===== src/rtl/spi_burst_ram_wrapper.sv =====
// SPI-style serial front end to a single-port RAM.
// Each frame carries a 2-bit command and then a DATA_W-bit payload, both MSB first.
// Write-data and read-data frames can continue as bursts while SS_n stays low.
module spi_burst_ram_wrapper #(
  parameter int DATA_W   = 8,
  parameter int ADDR_W   = 8,
  parameter int BURST_EN = 1
) (
  input  logic clk,
  input  logic rst,
  input  logic SS_n,
  input  logic MOSI,
  output logic MISO,
  output logic busy
);

  localparam int MEM_DEPTH = 2 ** ADDR_W;
  localparam int CNT_W     = $clog2(DATA_W + 2);

  localparam logic [CNT_W-1:0]  CMD_LAST  = CNT_W'(DATA_W + 1);
  localparam logic [CNT_W-1:0]  WORD_LAST = CNT_W'(DATA_W - 1);
  localparam logic [CNT_W-1:0]  CNT_ONE   = CNT_W'(1);
  localparam logic [ADDR_W-1:0] ADDR_ONE  = ADDR_W'(1);

  typedef enum logic [2:0] {IDLE, RX_CMD, WRITE, READ_ADD, READ_DATA} state_t;

  state_t              state_q, state_d;
  logic [CNT_W-1:0]    cnt_q, cnt_d;
  logic [DATA_W:0]     sr_q, sr_d;      // MOSI shift register: command bits and payload
  logic [ADDR_W-1:0]   waddr_q, waddr_d;
  logic [ADDR_W-1:0]   raddr_q, raddr_d;
  logic [DATA_W-1:0]   sh_q, sh_d;      // MISO shift register
  logic                drop_q, drop_d;  // WRITE state ignores MOSI until SS_n goes high
  logic                done_q, done_d;  // single read word already sent (no burst)
  logic                miso_q, miso_d;

  logic [DATA_W-1:0]   mem [MEM_DEPTH];
  logic [DATA_W-1:0]   word_q;          // registered RAM read data
  logic                mem_we, mem_re;
  logic [DATA_W-1:0]   mem_wdata;
  logic [ADDR_W-1:0]   mem_raddr;

  logic [DATA_W+1:0]   full;
  logic [1:0]          cmd;
  logic [DATA_W-1:0]   payload;
  logic [DATA_W-1:0]   word_in;

  assign full    = {sr_q, MOSI};
  assign cmd     = full[DATA_W+1:DATA_W];
  assign payload = full[DATA_W-1:0];
  assign word_in = {sr_q[DATA_W-2:0], MOSI};

  // Next state, datapath updates and RAM strobes
  always_comb begin
    state_d   = state_q;
    cnt_d     = cnt_q;
    sr_d      = sr_q;
    waddr_d   = waddr_q;
    raddr_d   = raddr_q;
    sh_d      = sh_q;
    drop_d    = drop_q;
    done_d    = done_q;
    miso_d    = 1'b0;
    mem_we    = 1'b0;
    mem_re    = 1'b0;
    mem_wdata = word_in;
    mem_raddr = raddr_q;

    if (state_q != IDLE && SS_n) begin
      // Frame aborted or finished: partial words are dropped
      state_d = IDLE;
      cnt_d   = '0;
    end else begin
      unique case (state_q)
        IDLE: begin
          if (!SS_n) begin
            state_d = RX_CMD;
            cnt_d   = '0;
            sr_d    = '0;
          end
        end
        RX_CMD: begin
          sr_d  = {sr_q[DATA_W-1:0], MOSI};
          cnt_d = cnt_q + CNT_ONE;
          if (cnt_q == CMD_LAST) begin
            cnt_d = '0;
            unique case (cmd)
              2'b00: begin
                waddr_d = payload[ADDR_W-1:0];
                state_d = WRITE;
                drop_d  = 1'b1;
              end
              2'b01: begin
                mem_we    = 1'b1;
                mem_wdata = payload;
                state_d   = WRITE;
                drop_d    = (BURST_EN == 0);
                if (BURST_EN != 0) waddr_d = waddr_q + ADDR_ONE;
              end
              2'b10: begin
                raddr_d = payload[ADDR_W-1:0];
                state_d = WRITE;
                drop_d  = 1'b1;
              end
              2'b11: begin
                mem_re  = 1'b1;
                state_d = READ_ADD;
              end
              default: state_d = IDLE;
            endcase
          end
        end
        WRITE: begin
          if (!drop_q) begin
            sr_d  = {sr_q[DATA_W-1:0], MOSI};
            cnt_d = cnt_q + CNT_ONE;
            if (cnt_q == WORD_LAST) begin
              mem_we    = 1'b1;
              mem_wdata = word_in;
              waddr_d   = waddr_q + ADDR_ONE;
              cnt_d     = '0;
            end
          end
        end
        READ_ADD: begin
          // Extra stage so the first MSB leaves two edges after the command ends
          sh_d    = word_q;
          cnt_d   = '0;
          done_d  = 1'b0;
          state_d = READ_DATA;
        end
        READ_DATA: begin
          if (!done_q) begin
            miso_d = sh_q[DATA_W-1];
            sh_d   = {sh_q[DATA_W-2:0], 1'b0};
            cnt_d  = cnt_q + CNT_ONE;
            // Prefetch the next word early so it is ready when this one ends
            if (BURST_EN != 0 && cnt_q == '0) begin
              raddr_d   = raddr_q + ADDR_ONE;
              mem_re    = 1'b1;
              mem_raddr = raddr_q + ADDR_ONE;
            end
            if (cnt_q == WORD_LAST) begin
              cnt_d = '0;
              if (BURST_EN != 0) sh_d = word_q;
              else               done_d = 1'b1;
            end
          end
        end
        default: state_d = IDLE;
      endcase
    end
  end

  // State and control registers with synchronous reset
  always_ff @(posedge clk) begin
    if (rst) begin
      state_q <= IDLE;
      cnt_q   <= '0;
      sr_q    <= '0;
      waddr_q <= '0;
      raddr_q <= '0;
      sh_q    <= '0;
      drop_q  <= 1'b0;
      done_q  <= 1'b0;
      miso_q  <= 1'b0;
    end else begin
      state_q <= state_d;
      cnt_q   <= cnt_d;
      sr_q    <= sr_d;
      waddr_q <= waddr_d;
      raddr_q <= raddr_d;
      sh_q    <= sh_d;
      drop_q  <= drop_d;
      done_q  <= done_d;
      miso_q  <= miso_d;
    end
  end

  // Single-port RAM; contents are intentionally not reset
  always_ff @(posedge clk) begin
    if (mem_we) mem[waddr_q] <= mem_wdata;
    if (mem_re) word_q <= mem[mem_raddr];
  end

  assign MISO = miso_q;
  assign busy = (state_q != IDLE);

endmodule


===== config.mk =====
export PLATFORM = sky130hd
export DESIGN_NAME = spi_burst_ram_wrapper
export DESIGN_NICKNAME = d
export VERILOG_FILES = /design/src/rtl/spi_burst_ram_wrapper.sv
export SDC_FILE = /design/constraint.sdc
export NUM_CORES = 2
export LEC_CHECK = 0
export ABC_AREA = 1
export CAP_MARGIN = 20
export CELL_PAD_IN_SITES_DETAIL_PLACEMENT = 0
export CELL_PAD_IN_SITES_GLOBAL_PLACEMENT = 1
export CORE_MARGIN = 2
export CORE_UTILIZATION = 30
export DETAILED_ROUTE_END_ITERATION = 12
export PLACE_DENSITY = 0.53
export SYNTH_ARGS = -nofsm -noshare
export SYNTH_HDL_FRONTEND = slang
export SYNTH_SLANG_ARGS = --single-unit

===== constraint.sdc =====
create_clock -name clk -period 4.5 [get_ports clk]
set_input_delay 0.675 -clock clk [delete_from_list [all_inputs] [get_ports clk]]
set_output_delay 0.675 -clock clk [all_outputs]
set_load 0.02 [all_outputs]

==> reports/qor.log <==
[worst_hold_path] type of the tightest min-delay check input port to flop
[worst_setup_path] Crit path largest cell delay 0.73 ns
[place] port buffer count 5
[worst_hold_path] cell depth of the worst min-delay path 1
[floorplan] Chip Width 557 microns
[job] max cap viols 0
[clock_tree] number of buffers added by the clock tree synthesis step 243
[worst_setup_path] kind of capture point of the worst setup path flop
[synth] count of synthesis-stage warnings from yosys 0
[synth] synthesized area per cell 10.5 sq um
[clock_tree] clock tree from TritonCTS yes
[worst_setup_path] type of element launching the critical path flop
[clock_tree] Post-CTS Repair Setup Buffers 0
[sta] Worst Clk Skew 0.0557 ns
[route] Pre-Repair DR Iteration Count 5
[worst_setup_path] cell seen most often among critical-path stages nand3_1
[sta] hold violation total from the final report 0
[synth] sequential-to-total area share from yosys stat 68.2%
[worst_setup_path] slowest CP cell buf_4
[synth] fraction of registers with async set/reset 0%
[pwr] leakage power figure 42.9 nW
[place] routability congestion estimate 0.824
[route] first-iteration detailed-routing DRC count 5253
[sta] worst-margin pin slew 1.05 ns
[route] remaining design rule violation count 0
[worst_setup_path] worst r2r path cells 15
[synth] Post-Syn Instances 8736
[floorplan] die area 0.311 sq mm
[synth] #FFs+latches synth 2099
[clock_tree] clock root cell clkbuf_16
[synth] largest cells by area after synthesis edfxtp_1 67%, nand3_1 9.7%, nand2_1 9.3%, inv_1 5.5%, buf_2 1.5%
[global_routing] global-route wire length before repair 434 mm
[synth] number of distinct standard cells referenced by the synthesized netlist 40
[final_layout] net count reported at finish 8966
[worst_setup_path] series of cell instances along the critical path inv_1 > ha_1 > nand3_1 > nor2_1 > xor2_1 > o21ai_4 > inv_4 > buf_4 > nand3_1 > nand3_1 > nand3_1 > nand3_1 > nand3_1 > buf_4 > nand2_1
[worst_setup_path] CP delay by family, top simple AND/OR/NAND/NOR gates
[sta] number of pins with negative max-slew slack in the final report 0
[run_status] outcome finished clean
[clock_tree] H-tree lvl count 4
[clock_tree] largest buffer count on any clock path 4
[sta] setup repair after global routing missed its margin no
[floorplan] number of cell rows 203
[worst_setup_path] critical path depth 15
[clock_tree] total number of clock tree sinks 2099
[global_routing] overall fraction of global-route tracks in use 19.0%
[final_layout] Layout Area Growth over Synthesis 16.3%
[route] number of antenna-violating nets in the routed design 0
[pwr] Worst IR Drop VDD 321 uV
[final_layout] fill cell total of the finished layout 30748
[clock_tree] count of instances resized after the clock tree is built 0
[floorplan] height of the die 557 microns
[sta] number of endpoints failing setup at the final stage 0
[synth] most frequently used cell type in the post-synthesis netlist nand2_1
[worst_setup_path] type of the setup path with the least slack flop to flop
[synth] EDFF count, synth 2056
[synth] cell accounting for the most synthesized area edfxtp_1
[floorplan] I/O Pins 6
[floorplan] Initial Util 30.1%
[final_layout] fraction of final layout cells with drive strength greater than 1 9.49%
[route] via-per-instance ratio 4.70
[worst_setup_path] count of buffer and inverter cells on the critical path 4
[pwr] Cell Pwr Density 410 mW/mm^2
[sta] Highest Clock Rate 244 MHz
[global_routing] via count of the first global-routing pass 61075
[route] wire length per cell after detailed routing 22.6 microns
[global_routing] sum of overflow across all layers after global routing 0
[clock_tree] number of buffers inserted by hold repair at cts 0
[global_routing] number of antenna violations at the first check in global routing 16
[clock_tree] clock slew seen by the registers of the worst setup and hold paths 0.06 ns
[route] via count 62266
[worst_setup_path] Data arrival, critical path 4.85 ns
[clock_tree] clock latency of the later-clocked register in the worst-skew pair 0.92 ns
[global_routing] maximum number of pins on one net before global-route repair 161
[sta] headroom to the max-slew limit 30.3%
[floorplan] core box area 0.305 sq mm
[sta] final total negative setup slack 0 ns
[sta] final clock period utilization by the worst path 91.1%
[sta] worst slack on hold paths 0.371 ns
[synth] commonest cells in the synthesized netlist 2272 x nand2_1, 2056 x edfxtp_1, 1787 x nand3_1
[place] placed wire-length estimate after detailed placement 181 mm
[synth] most used flip-flop cell after synthesis edfxtp_1
[synth] post-synthesis instance area 0.0918 sq mm
[worst_setup_path] Req. time, crit path 5.25 ns
[route] total wirelength of the detailed-routed design 299 mm
[worst_setup_path] CP Max Fanout 54
[synth] synthesized netlist net count 8748
[synth] fraction of synthesized cell area taken by the top area cell type 67.2%
[sta] minimum clock period after layout 4.10 ns
logic make-up after synthesis:
logic type / Yosys count / synth area share, %
AOI/OAI and AO/OA: 195 / 1.46
xor gates and xnor gates: 9 / 0.0858
adders and majority gates: 8 / 0.109
buffers and inverters: 1865 / 8.28
DFF: 2099 / 68.2
and+or+nand+nor: 4560 / 21.9
state kept, by name, indices dropped and copies added, names as in the netlist:
register,flops
raddr_q,8
sr_q,9
sh_q,8
state_q,3
MISO,1
word_q,8
drop_q,1
mem,2048
waddr_q,8
cnt_q,4
done_q,1
layer usage:
metal / part of all wire, % / global-route usage, % / up-vias
met5: 0 / 0 / -
met4: 2.6 / 5.19 / 0
met3: 4.7 / 2.44 / 381
met2: 46 / 30.6 / 1541
met1: 46 / 26.8 / 30799
li1: - / - / 29545
per-stage QoR:
| step | instances | cell area, sq um | setup slack (ns) | utilization, % | power, mW |
|---|---|---|---|---|---|
| final | 13238 | 107000 | 0.401 | 35.0 | 43.8 |
| after global routing | 13238 | 107000 | 0.277 | 35.0 | 45.2 |
| after CTS | 13237 | 107000 | 0.398 | 35.0 | 44.3 |
| after detailed placement | 12809 | 99400 | -0.0504 | 32.6 | 25.3 |
| after global placement | 12808 | 99400 | -0.0292 | 32.6 | 25.3 |
| after floorplan | 8736 | 91800 | 0.189 | - | 23.5 |
path summary, 6_finish.rpt:
check | from | endpoint | slack (ns)
worst min register to register | sh_q[0] | sh_q[0] | 0.48
worst max-delay path | cnt_q[0] | word_q[7] | 0.40
worst min-delay path | MOSI | mem[105][0] | 0.37
worst max register to register | cnt_q[0] | word_q[7] | 0.40
area by class of cell:
class	instances	area [sq um]	area share [%]
well taps	4100	5130	4.80
clock inverters	117	980	0.917
repair buffers	485	4750	4.44
inverters	1353	5090	4.76
diodes	1	2.50	0.00234
clock buffers	311	6430	6.02
flip-flops and latches	2099	62600	58.6
multi-input cells	4772	21800	20.4
cell usage in the layout, fill, tap and decap left out, types with 3 or more instances in the layout:
cell type	instances
nand3_1	1784
clkbuf_16	245
dfxtp_4	7
nor2_2	12
dfxtp_1	36
clkdlybuf4s50_1	4
nor4_2	3
clkinv_1	55
a221oi_1	4
inv_1	1343
nor2_1	287
o21ai_4	5
clkbuf_1	61
o211ai_1	116
edfxtp_1	2056
clkinv_2	38
bufinv_16	15
nand2_8	3
nand3b_1	168
nand3_2	3
o21ai_0	21
nor3_1	7
nand2_1	2259
ha_1	8
nand2_2	22
xor2_1	9
nand2_4	3
a21oi_1	28
buf_4	393
a31oi_1	8
clkbuf_8	5
a211oi_1	6
inv_2	7
buf_12	87
inv_16	3
report_power, final:
| part | total [mW] | internal [mW] | switching, mW |
|---|---|---|---|
| clock | 18.9 | 10.8 | 8.07 |
| combinational | 3.44 | 0.833 | 2.60 |
| sequential | 21.4 | 21.3 | 0.0857 |
Note: power is estimated with default switching activity, not from simulation.
